--- src/rtl/btn_evt_pkg.sv ---
`default_nettype none
// ============================================================================
// Module   : btn_evt_pkg
// Purpose  : Shared state encoding and board-clock timing defaults for the
//            button gesture decoder.
// Revision : 1.0  initial release
// ============================================================================
package btn_evt_pkg;

    typedef enum logic [2:0] {
        LOCKOUT,
        IDLE,
        DOWN1,
        LONG,
        GAP,
        DOWN2
    } btn_evt_state_t;

    // 0.5 s and 0.25 s at the 50 MHz board clock
    localparam int c_long_cycles_dflt = 25_000_000;
    localparam int c_gap_cycles_dflt  = 12_500_000;

endpackage
`default_nettype wire

--- src/rtl/edge_detector.sv ---
`default_nettype none
// ============================================================================
// Module   : edge_detector
// Purpose  : Registers a synchronised level and flags its rising/falling edges.
// Revision : 1.0  initial release
// ============================================================================
module edge_detector #(
    parameter logic RESET_LEVEL = 1'b1
) (
    input  logic clk,
    input  logic rst,
    input  logic level,
    output logic level_q,
    output logic rise,
    output logic fall
);

    logic r_level_q;

    always_ff @(posedge clk) begin
        if (rst) begin
            r_level_q <= RESET_LEVEL;
        end else begin
            r_level_q <= level;
        end
    end

    assign level_q = r_level_q;
    assign rise    = level & ~r_level_q;
    assign fall    = ~level & r_level_q;

endmodule
`default_nettype wire

--- src/rtl/button_event_decoder.sv ---
`default_nettype none
// ============================================================================
// Module   : button_event_decoder
// Purpose  : Turns a debounced button level into single-cycle press, release,
//            click, double-click and long-press events using one timer.
// Revision : 1.0  initial release
// ============================================================================
module button_event_decoder
    import btn_evt_pkg::*;
#(
    parameter int LONG_CYCLES = c_long_cycles_dflt,
    parameter int GAP_CYCLES  = c_gap_cycles_dflt
) (
    input  logic clk,
    input  logic rst,
    input  logic level,
    output logic press,
    output logic release_evt,
    output logic click,
    output logic double_click,
    output logic long_press,
    output logic held
);

    localparam int c_max_cycles = (LONG_CYCLES > GAP_CYCLES) ? LONG_CYCLES : GAP_CYCLES;
    localparam int CTR_W        = $clog2(c_max_cycles + 1);

    localparam logic [CTR_W-1:0] c_long_last = CTR_W'(LONG_CYCLES - 1);
    localparam logic [CTR_W-1:0] c_gap_last  = CTR_W'(GAP_CYCLES - 1);
    localparam logic [CTR_W-1:0] c_ctr_max   = {CTR_W{1'b1}};

    generate
        if (LONG_CYCLES < 2) begin : g_bad_long
            $error("button_event_decoder: LONG_CYCLES must be >= 2");
        end
        if (GAP_CYCLES < 2) begin : g_bad_gap
            $error("button_event_decoder: GAP_CYCLES must be >= 2");
        end
    endgenerate

    btn_evt_state_t   r_state;
    btn_evt_state_t   w_next_state;
    logic [CTR_W-1:0] r_ctr;

    logic w_rise;
    logic w_fall;
    logic w_press;
    logic w_release;
    logic w_click;
    logic w_double;
    logic w_long;

    // Powers up assuming the button is held, so a hold through reset stays silent
    edge_detector #(
        .RESET_LEVEL (1'b1)
    ) u_edge (
        .clk     (clk),
        .rst     (rst),
        .level   (level),
        .level_q (held),
        .rise    (w_rise),
        .fall    (w_fall)
    );

    always_comb begin
        w_next_state = r_state;
        w_press      = 1'b0;
        w_release    = 1'b0;
        w_click      = 1'b0;
        w_double     = 1'b0;
        w_long       = 1'b0;
        case (r_state)
            LOCKOUT: begin
                if (!level) begin
                    w_next_state = IDLE;
                end
            end
            IDLE: begin
                if (w_rise) begin
                    w_next_state = DOWN1;
                    w_press      = 1'b1;
                end
            end
            DOWN1: begin
                if (w_fall) begin
                    w_next_state = GAP;
                    w_release    = 1'b1;
                end else if (r_ctr == c_long_last) begin
                    w_next_state = LONG;
                    w_long       = 1'b1;
                end
            end
            LONG: begin
                if (w_fall) begin
                    w_next_state = IDLE;
                    w_release    = 1'b1;
                end
            end
            GAP: begin
                // A second press on the timeout cycle still counts as a double click
                if (w_rise) begin
                    w_next_state = DOWN2;
                    w_press      = 1'b1;
                    w_double     = 1'b1;
                end else if (r_ctr == c_gap_last) begin
                    w_next_state = IDLE;
                    w_click      = 1'b1;
                end
            end
            DOWN2: begin
                if (w_fall) begin
                    w_next_state = IDLE;
                    w_release    = 1'b1;
                end
            end
            default: begin
                w_next_state = LOCKOUT;
            end
        endcase
    end

    always_ff @(posedge clk) begin
        if (rst) begin
            r_state      <= LOCKOUT;
            r_ctr        <= '0;
            press        <= 1'b0;
            release_evt  <= 1'b0;
            click        <= 1'b0;
            double_click <= 1'b0;
            long_press   <= 1'b0;
        end else begin
            r_state      <= w_next_state;
            press        <= w_press;
            release_evt  <= w_release;
            click        <= w_click;
            double_click <= w_double;
            long_press   <= w_long;
            // Time is measured from state entry and saturates instead of wrapping
            if (w_next_state != r_state) begin
                r_ctr <= '0;
            end else if (r_ctr != c_ctr_max) begin
                r_ctr <= r_ctr + CTR_W'(1);
            end
        end
    end

endmodule
`default_nettype wire

--- config.mk ---
export PLATFORM = sky130hd
export DESIGN_NAME = button_event_decoder
export DESIGN_NICKNAME = d
export VERILOG_FILES = /design/src/rtl/btn_evt_pkg.sv /design/src/rtl/edge_detector.sv /design/src/rtl/button_event_decoder.sv
export SDC_FILE = /design/constraint.sdc
export NUM_CORES = 1
export LEC_CHECK = 0
export BUFFER_PORTS_ARGS = -buffer_cell sky130_fd_sc_hd__buf_2
export CAP_MARGIN = 20
export CORE_MARGIN = 2
export CORE_UTILIZATION = 25
export CTS_CLUSTER_SIZE = 16
export DETAILED_ROUTE_END_ITERATION = 8
export PLACE_DENSITY_LB_ADDON = 0.08
export SYNTH_ARGS = -nofsm -noshare
export SYNTH_HDL_FRONTEND = slang
export SYNTH_SLANG_ARGS = --single-unit
--- constraint.sdc ---
create_clock -name clk -period 5.4 [get_ports clk]
set_input_delay 0 -clock clk [delete_from_list [all_inputs] [get_ports clk]]
set_output_delay 0 -clock clk [all_outputs]
set_load 0.01 [all_outputs]
[Word level (Yosys, flattened, before mapping)]
Cells that the tools add are included.
Widths: inputs -> output; s select.
Storage, ports and cells
  flip-flop bits (word level): 34
  bits in latches: 0
  memory bits (writable): 0
  memory bits (read-only): 0
  input bits: 3
  output and inout port bits: 6
  memories: 0
Cells by class
  $add $sub $neg: 1
  $mul: 0
  div/mod/pow operators: 0
  magnitude comparators: 0
  equality and inequality tests: 9
  shifts and indexed selects: 0
  multiplexer cells: 12
  bitwise operators: 8
  reductions and logical operators: 10
Operator list (number)
  $add 25x1->25 const B: 1
  $eq 25x24->1 const B: 1
  $eq 25x25->1 const B: 1
  $ne 25x25->1 const B: 1
  $mux 3: 7
  $pmux 3 s5: 1
  $reduce_or 2->1: 6
  $reduce_or 3->1: 3
  $eq 3x2->1 const B: 2
  $eq 3x3->1 const B: 2
  $not 1->1: 6
  $mux 1: 4
  $eq 3x1->1 const B: 1
  $logic_not 3->1: 1
  $ne 3x3->1: 1
  $and 1x1->1: 2

[Depth between registers and ports, before layout]
Gate-level depths: netlist (run 1).
  depth in word-level cells: 6
  gate-level depth with buffers: 8

[By module]
Synthesis (run 1) repeated with hierarchy kept, for this count alone.
Second synthesis, totals
  cells, all modules: 206
  area total of the unflattened synthesis: 1730.4 um^2
By module, submodules not included
  button_event_decoder: times used 1, cells an instance 202, area each 1690.4 um^2, sequential area each 660.6 um^2
  edge_detector: times used 1, cells an instance 4, area each 40.0 um^2, sequential area each 20.0 um^2

[Worst setup path before layout (run 1)]
Ideal clock, no wire load.
  kind: register to register
  start: register r_ctr[16]
  end: register r_ctr[4]
  library setup time: 0.140 ns
  data arrival time: 2.152 ns
  required time: 5.260 ns
  path slack: 3.107 ns
  cell stages (with the launch flop): 8
  period minus slack after synthesis: 2.293 ns
  cell sequence: dfxtp_1 buf_6 or4b_1 or4_1 or4_4 o21ai_2 buf_6 nor4_2
On the way
  longest elaborated chain between the ends: 6
RTL lines
  start, declared: RTL line button_event_decoder.sv:43  | logic [CTR_W-1:0] r_ctr;
  start signal, assigned: RTL line button_event_decoder.sv:142  | r_ctr <= r_ctr + CTR_W'(1);
  $eq 25x24->1 / $eq 25x25->1 (equally long branches): RTL line button_event_decoder.sv:105, button_event_decoder.sv:88
  $mux 3 (on tied branches): RTL line button_event_decoder.sv:105, button_event_decoder.sv:88
  $mux 3 (on tied branches): RTL line button_event_decoder.sv:101, button_event_decoder.sv:85
  $pmux 3 s5: RTL line button_event_decoder.sv:72  | case (r_state)
  $ne 3x3->1: RTL line button_event_decoder.sv:139  | if (w_next_state != r_state) begin
  $reduce_or 2->1 (no source line)
Parallel ways exist; a longest one is shown, timed or not.
A chain may end at the register's enable or synchronous reset.

[Worst setup path after layout (run 1)]
  start: register r_ctr[17]
  end: register r_ctr[4]
Same word-level chain as after synthesis.

==> results.json, run 1 <==
{
  "wl_um": 4770,
  "startpoint_type": "flip-flop",
  "setup-violations-final": 0,
  "numCtsBuffers": 5,
  "yosysWarnings": 0,
  "mostFrequentLayoutCells": "34 x dfxtp_1, 27 x nor3_1, 21 x xnor2_1",
  "final_common_cell": "dfxtp_1",
  "critPathMaxFanout": 20,
  "clock_path_buffers": 2,
  "pwr-share-clk_pct": 39.2,
  "drtPass1Iterations": 4,
  "io_buffer_count": 8,
  "drive_above_1_share_pct": 12.3,
  "worst_pin_slew_ns": 0.954,
  "start_util_pct": 25.6,
  "fmax_ghz": 0.341,
  "worstSetupEndpointType": "flip-flop",
  "drt-initial-drc-count": 78,
  "synth_area_per_cell_um2": 8.51,
  "synth_area_mm2": 0.00184,
  "fin_crit_ns": 2.93,
  "ys.flop_type": "dfxtp_1",
  "p_seq_share_pct": 54.5,
  "viasPerCell": 5.04,
  "grt_pass1_wl_um": 8130,
  "cts_setup_buffers": 0,
  "synth.distinct_cells": 46,
  "power.leakage_nw": 0.576,
  "synth_edf_count": 0,
  "track_usage_pct": 12.3,
  "nNetsFinal": 224,
  "overflow": 0,
  "relSlewSlack_pct": 35.9,
  "rsz0062_at_grt": "false",
  "yosysTopAreaCellShare_pct": 37.0,
  "preCtsSetupSlack_ns": 2.43,
  "powerDensity_mw_per_mm2": 231,
  "place_congestion": 0.706,
  "drc": 0,
  "cts_root_buf": "clkbuf_8",
  "htreeDepth": 2,
  "hold_class": "in2reg",
  "io_pins": 9,
  "syn_inst": 216,
  "vdd_ir_drop_max_mv": 0.0940,
  "die-height_um": 89.7,
  "cts_sinks": 34,
  "ys_ff_latch": 34,
  "cts_tree": "done",
  "grt_max_degree": 21,
  "hold_violations": 0,
  "ys_seq_area_share_pct": 37.0,
  "hold_ws_ns": 0.0189,
  "cts.clk_slew.worst_paths_ns": 0.07,
  "ant_nets": 0,
  "required_ns": 5.53,
  "die_x_um": 89.7,
  "final_min_period_over_clock_period_pct": 54.3,
  "stdcell_count": 318,
  "vias": 1603,
  "tns_ns": 0,
  "dp_hpwl_um": 3280,
  "fillers": 782,
  "coreArea_mm2": 0.00718,
  "clock_latency_ns": 0.28,
  "intPower_mw": 0.363,
  "drv_cap": 0,
  "fin_ws_ns": 2.47,
  "syn_nets": 220,
  "finClkSkew_ns": 0.00600,
  "async_flop_share_pct": 0,
  "power.net_switching_mw": 0.111,
  "netlist_top_cells_area": "dfxtp_1 37%, xnor2_1 10%, nor3_1 7.6%, nand4_1 4.8%, a21oi_1 2.5%",
  "p_total_mw": 0.474,
  "switching_share_pct": 23.4,
  "place_area_mm2": 0.00196,
  "antennaDiodeCount": 0,
  "antenna_found_initial": 0,
  "rows": 31,
  "dieArea_mm2": 0.00805,
  "finalMaxSlewViolations": 0,
  "grt_pass1_vias": 1558,
  "worstSetupPathType": "reg2reg",
  "fin_area_mm2": 0.00205,
  "wire_per_inst_um": 15.0,
  "outcome": "complete, no violations",
  "placedCellCount": 311,
  "final_core_utilization_pct": 28.6,
  "cp.arrival_ns": 3.06,
  "pwr-share-comb_pct": 6.3,
  "syn_to_final_growth_pct": 11.8,
  "synth_top_cell_by_area": "dfxtp_1"
}
## layout make-up
type | count | area (µm²) | area share (%)
clock buffers | 6 | 82.6 | 4.02
inverters | 2 | 7.51 | 0.365
multi-input cells | 164 | 1080 | 52.6
flip-flops and latches | 34 | 681 | 33.1
well taps | 99 | 124 | 6.03
repair buffers | 13 | 80.1 | 3.90
## routing by layer
metal	track usage (%)	wire length [µm]	part of all wire, %
met4	4.74	57	1.2
met2	18.3	2090	44
met5	0	0	0
met1	17.4	2480	52
met3	2.68	143	3.0
## synth_stat cells (2+ instances only)
cell and count:
nand3_1 9, buf_6 3, a31oi_1 3, xor2_1 2, nand4_1 14, nor2b_1 3
nor3_1 28, nor2_1 10, a211oi_1 6, nand2_1 10, a2111oi_0 4, inv_1 2
nor4_1 5, nand2b_1 5, dfxtp_1 34, and4_1 2, or4_1 3, and2_1 2
xnor2_1 21, nor3b_1 6, clkbuf_1 11, a21oi_1 9
## logic make-up (layout without fill, tap and decap cells)
family | after synthesis | after routing | share of synthesized area [%]
AND/OR/NAND/NOR | 109 | 109 | 34.4
flip-flops | 34 | 34 | 37.0
AO/OA/AOI/OAI | 30 | 30 | 11.2
XOR/XNOR | 23 | 23 | 11.0
buffers and inverters | 18 | 21 | 5.17
adder cells (fa/ha/maj) | 1 | 1 | 0.681
multiplexers | 1 | 1 | 0.545
## registers in the layout, indices dropped and copies added, names as in the netlist
register	flops
r_state	3
long_press	1
double_click	1
click	1
u_edge.level_q	1
press	1
release_evt	1
r_ctr	25
## worst max-delay path: stages (launching register included)
cell	delay [ns]
dfxtp_1	0.49
or4b_1	0.49
or4_1	0.42
or4_4	0.51
o21ai_2	0.76
nor4_2	0.12
## path summary, 6_finish.rpt
path	start	endpoint	slack [ns]	depth (start not counted)
max reg2reg	r_ctr[17]$_SDFFE_PP0P_	r_ctr[4]$_SDFFE_PP0P_	2.47	5
min	rst	r_state[2]$_SDFF_PP0_	0.02	2
min reg2reg	r_ctr[1]$_SDFFE_PP0P_	r_ctr[1]$_SDFFE_PP0P_	0.56	2
max	r_ctr[17]$_SDFFE_PP0P_	r_ctr[4]$_SDFFE_PP0P_	2.47	5
## power groups by stage
stage          logic, mW  registers (mW)  clock network, mW
2_1_floorplan     0.0239           0.262                  0
3_3_place_gp      0.0306           0.264                  0
3_5_place_dp      0.0300           0.264                  0
4_1_cts           0.0307           0.258              0.197
5_1_grt           0.0334           0.259              0.209
6_report          0.0299           0.258              0.186
## what timing repair did
item / CTS / global route
hold endpoints to repair: 1 / 0
resized for setup: 0 / 0
hold buffers: 1 / 0
No activity file was read; power rests on OpenSTA's default activity.
==> run 2: changes to the inputs <==
- ABC_AREA: not set -> 1
- clock period: 5.4 -> 3.05 ns (I/O delays scaled with it)
==> results.json, run 2 <==
{
  "relSlewSlack_pct": 71.7,
  "drv_cap": 0,
  "synth_area_per_cell_um2": 6.89,
  "cp.arrival_ns": 2.38,
  "dp_hpwl_um": 4170,
  "synth-adder-area-share_pct": 0.586,
  "largest_reg_flops": 25,
  "synth_area_mm2": 0.00214,
  "p_total_mw": 0.887,
  "critPathSlowestCell": "dfxtp_1",
  "netlist_top_cells_area": "dfxtp_1 32%, nand2_1 13%, nor2_1 11%, nor3_2 11%, xor2_1 5.3%",
  "syn_inst": 310,
  "drc": 0,
  "syn_to_final_growth_pct": 10.9,
  "cts-resized-gates": 0,
  "power.leakage_nw": 0.865,
  "yosys-top-cells-count": "72 x nand2_1, 65 x nor2_1, 34 x dfxtp_1",
  "finalMaxSlewViolations": 0,
  "coreArea_mm2": 0.00826,
  "setup-violations-final": 0,
  "startpoint_type": "flip-flop",
  "htreeDepth": 2,
  "cts.clk_slew.worst_paths_ns": 0.07,
  "antennaDiodeCount": 0,
  "drive_above_1_share_pct": 18.3,
  "clock_latency_ns": 0.29,
  "outcome": "complete, no violations",
  "yosysTopAreaCellShare_pct": 31.9,
  "nNetsFinal": 325,
  "grt_pass1_wl_um": 9080,
  "io_buffer_count": 8,
  "rows": 33,
  "vias": 1862,
  "ctsHoldBuffers": 2,
  "switching_share_pct": 26.3,
  "p_seq_share_pct": 51.6,
  "hold_class": "in2reg",
  "yosys.cell_count.top_type": "nand2_1",
  "path_buf_inv": 2,
  "synth.distinct_cells": 31,
  "syn_nets": 314,
  "fmax_ghz": 0.451,
  "antenna_found_initial": 0,
  "ys_seq_area_share_pct": 31.9,
  "place_area_mm2": 0.00226,
  "synth_simple_gate_area_share_pct": 48.6,
  "place_congestion": 0.809,
  "grt_max_degree": 26,
  "track_usage_pct": 12.9,
  "drt-initial-drc-count": 83,
  "ys_ff_latch": 34,
  "pwr-share-comb_pct": 9.1,
  "wire_per_inst_um": 12.6,
  "intPower_mw": 0.654,
  "vdd_ir_drop_max_mv": 0.142,
  "cts_sinks": 34,
  "cp_cell_sequence": "ha_1, nand3_2, clkinv_2, nand2_2, nor2_2, nand3_1, nand2_1, nand3_1, nand2_2, buf_12, nor3_1",
  "regMostFlops": "r_ctr",
  "worstSetupPathType": "reg2reg",
  "cts_root_buf": "clkbuf_8",
  "viasPerCell": 4.36,
  "pwr-share-clk_pct": 39.4,
  "fin_area_mm2": 0.00237,
  "synth_top_cell_by_area": "dfxtp_1",
  "start_util_pct": 25.9,
  "grt_pass1_vias": 1816,
  "power.net_switching_mw": 0.233,
  "io_pins": 9,
  "overflow": 0,
  "worst_pin_slew_ns": 0.425,
  "final_common_cell": "nand2_1",
  "numCtsBuffers": 5,
  "synth_edf_count": 0,
  "synthMuxAreaShare_pct": 0,
  "tns_ns": 0,
  "final_min_period_over_clock_period_pct": 72.7,
  "cts_tree": "done",
  "cp_top_family": "simple AND/OR/NAND/NOR gates",
  "die_x_um": 96.4,
  "hold_violations": 0,
  "drtPass1Iterations": 4,
  "mostFrequentLayoutCells": "72 x nand2_1, 65 x nor2_1, 34 x dfxtp_1",
  "crit_path_max_incr_delay_ns": 0.43,
  "synth_compound_area_share_pct": 2.69,
  "dieArea_mm2": 0.00930,
  "die-height_um": 96.4,
  "synth_top_family_by_area": "simple AND/OR/NAND/NOR gates",
  "ant_nets": 0,
  "required_ns": 3.21,
  "clock_path_buffers": 2,
  "ys.flop_type": "dfxtp_1",
  "yosysWarnings": 0,
  "wl_um": 5380,
  "async_flop_share_pct": 0,
  "rsz0062_at_grt": "false",
  "cts_setup_buffers": 0,
  "synth-xor-area-share_pct": 6.56,
  "top_regs": "r_ctr: 25 flops, r_state: 3 flops",
  "finClkSkew_ns": 0.00931,
  "critPathMaxFanout": 13,
  "fin_crit_ns": 2.22,
  "powerDensity_mw_per_mm2": 374,
  "worstSetupEndpointType": "flip-flop"
}
-- run 2: path summary, 6_finish.rpt --
kind / start / end / slack, ns / cells past startpoint
setup / recovery: r_ctr[0]$_SDFFE_PP0P_ / r_ctr[19]$_SDFFE_PP0P_ / 0.83 / 11
hold / removal: level / u_edge.level_q$_SDFF_PP1_ / 0.44 / 4
setup reg to reg: r_ctr[0]$_SDFFE_PP0P_ / r_ctr[19]$_SDFFE_PP0P_ / 0.83 / 11
hold reg to reg: r_ctr[1]$_SDFFE_PP0P_ / r_ctr[1]$_SDFFE_PP0P_ / 0.59 / 4
-- run 2: kinds of logic (layout without fill, tap and decap cells) --
group / count (synthesis) / count (layout)
AO/OA/AOI/OAI: 9 / 9
XOR/XNOR: 16 / 16
flip-flops: 34 / 34
AND/OR/NAND/NOR: 207 / 207
adder cells (fa/ha/maj): 1 / 1
buffers and inverters: 43 / 55
-- run 2: worst register-to-register path, delay by kind of cell (launching register included) --
kind	cells	cell delay [ns]
flops	1	0.43
fa+ha+maj	1	0.32
simple gates	8	1.03
buf+inv	2	0.32
-- run 2: cell type report --
type	instances	area, µm²
Clock buffer	7	86.3
Clock inverter	1	5.00
Fill cell	928	5890
Inverter	36	136
Multi-Input combinational cell	233	1250
Sequential cell	34	681
Tap cell	105	131
Timing Repair Buffer	11	80.1
-- run 2: power groups by stage --
stage / registers, mW / logic, mW / clock network (mW)
after floorplan: 0.464 / 0.0764 / 0
after global placement: 0.468 / 0.0822 / 0
after detailed placement: 0.468 / 0.0798 / 0
after CTS: 0.457 / 0.0819 / 0.367
after global routing: 0.458 / 0.0914 / 0.387
final: 0.457 / 0.0804 / 0.349
-- run 2: per-layer routing --
metal  GRT usage (%)  routed length [µm]  vias up
li1                -                   -      991
met2            22.3                2560       22
met5               0                   0        -
met4            3.17                  57        0
met1            16.5                2610      844
met3            2.33                 161        5
-- run 2: per-stage QoR --
stage	hold WS [ns]	std cells	util, %	worst slack (ns)
finish	0.442	427	28.7	0.831
CTS	0.435	427	28.7	0.780
global route	0.505	427	28.7	0.592
floorplan	0.0691	310	-	1.29
global placement	0.199	417	27.3	0.831
detailed placement	0.202	417	27.3	0.803
==> run 3: changes to the inputs <==
- clock period: 3.05 -> 2.3 ns (I/O delays scaled with it)
==> results.json, run 3 (synthesis gave the netlist of run 2 again) <==
{
  "power.leakage_nw": 0.902,
  "grt_max_degree": 26,
  "finClkSkew_ns": 0.0121,
  "rows": 33,
  "wire_per_inst_um": 13.2,
  "pwr-share-comb_pct": 8.9,
  "startpoint_type": "flip-flop",
  "hold_class": "in2reg",
  "syn_to_final_growth_pct": 13.5,
  "drt-initial-drc-count": 71,
  "io_pins": 9,
  "ant_nets": 0,
  "die-height_um": 96.4,
  "switching_share_pct": 26.2,
  "overflow": 0,
  "critPathMaxFanout": 25,
  "hold_ws_ns": 0.447,
  "place_area_mm2": 0.00229,
  "antennaDiodeCount": 0,
  "powerDensity_mw_per_mm2": 530,
  "tns_ns": 0,
  "dp_hpwl_um": 4280,
  "mostFrequentLayoutCells": "72 x nand2_1, 65 x nor2_1, 34 x dfxtp_1",
  "grt_pass1_vias": 1883,
  "final_min_period_over_clock_period_pct": 83.9,
  "top_regs": "r_ctr: 25 flops, r_state: 3 flops",
  "worstSetupEndpointType": "flip-flop",
  "cts_sinks": 34,
  "worstSetupPathType": "reg2reg",
  "final_common_cell": "nand2_1",
  "fmax_ghz": 0.518,
  "wl_um": 5710,
  "outcome": "complete, no violations",
  "cts_tree": "done",
  "track_usage_pct": 13.7,
  "nNetsFinal": 330,
  "fillers": 919,
  "htreeDepth": 2,
  "pwr-share-clk_pct": 44.0,
  "largest_reg_flops": 25,
  "drv_cap": 0,
  "intPower_mw": 0.947,
  "fin_area_mm2": 0.00242,
  "numCtsBuffers": 5,
  "grt_pass1_wl_um": 9490,
  "p_seq_share_pct": 47.1,
  "power.net_switching_mw": 0.336,
  "cts_root_buf": "clkbuf_8",
  "regMostFlops": "r_ctr",
  "place_congestion": 0.778,
  "coreArea_mm2": 0.00826,
  "dieArea_mm2": 0.00930,
  "antenna_found_initial": 0,
  "rsz0062_at_grt": "false",
  "relSlewSlack_pct": 71.1,
  "cts_setup_buffers": 0,
  "die_x_um": 96.4,
  "drtPass1Iterations": 4,
  "start_util_pct": 25.9,
  "io_buffer_count": 8,
  "finalMaxSlewViolations": 0,
  "drc": 0,
  "clock_latency_ns": 0.30,
  "clock_path_buffers": 2,
  "viasPerCell": 4.35,
  "setup-violations-final": 0,
  "preCtsSetupSlack_ns": 0.366,
  "worst_pin_slew_ns": 0.433,
  "drive_above_1_share_pct": 19.9,
  "cts.clk_slew.worst_paths_ns": 0.09,
  "hold_violations": 0,
  "p_total_mw": 1.28,
  "fin_crit_ns": 1.93,
  "cp.arrival_ns": 2.10,
  "fin_ws_ns": 0.371,
  "ff2ff_setup_slack_ns": 0.37,
  "vias": 1881,
  "vdd_ir_drop_max_mv": 0.181,
  "required_ns": 2.47
}
## run 3: changes by cell type in the layout (fill, tap and decap cells not counted), sizes merged
cell,before,now
bufinv,0,1
clkinv,4,5
buf,9,14
clkbuf,7,5
## run 3: worst paths after layout
kind                          endpoint  cells after the start             startpoint
max             r_ctr[21]$_SDFFE_PP0P_                     12  r_ctr[1]$_SDFFE_PP0P_
min reg2reg      r_ctr[1]$_SDFFE_PP0P_                      4  r_ctr[1]$_SDFFE_PP0P_
min          u_edge.level_q$_SDFF_PP1_                      4                  level
max reg2reg     r_ctr[21]$_SDFFE_PP0P_                     12  r_ctr[1]$_SDFFE_PP0P_
## run 3: final cells by class
cell class | instances | area, µm² | area share, %
multi-input cells | 233 | 1250 | 51.5
flip-flops and latches | 34 | 681 | 28.1
inverters | 36 | 136 | 5.63
well taps | 105 | 131 | 5.42
repair buffers | 16 | 118 | 4.85
clock buffers | 5 | 68.8 | 2.84
clock inverters | 3 | 40.0 | 1.65
## run 3: per-layer routing
layer	share of wire [%]	routed length [µm]	GRT usage, %
met1	49	2810	17.0
met2	47	2700	24.0
met3	2.3	130	2.56
met4	1.2	68	4.23
met5	0	0	0
## run 3: critical path, cell delays in order (launching register included)
cell	delay, ns
dfxtp_1	0.38
ha_1	0.21
nand3_2	0.14
clkinv_2	0.11
nand2_2	0.07
nor2_2	0.13
nand2_1	0.06
nand2_1	0.07
nand2_2	0.07
nand2_1	0.09
nand2_2	0.06
nand2_4	0.33
nor3_1	0.08
## run 3: through the flow
stage / util, % / std cells
after floorplan: - / 310
after global placement: 27.8 / 422
after detailed placement: 27.8 / 422
after CTS: 29.3 / 432
after global routing: 29.3 / 432
final: 29.3 / 432
## run 3: what timing repair did
action                    4_1_cts  5_1_grt
resized for setup               0        0
hold endpoints to repair        4        0
hold buffers                    2        0
## run 3: power by group through the flow
| stage | Clock (mW) | Combinational (mW) | Sequential, mW |
|---|---|---|---|
| CTS | 0.587 | 0.118 | 0.604 |
| detailed placement | 0 | 0.115 | 0.618 |
| floorplan | 0 | 0.101 | 0.615 |
| global placement | 0 | 0.117 | 0.618 |
| finish | 0.564 | 0.115 | 0.604 |
| global route | 0.605 | 0.128 | 0.605 |
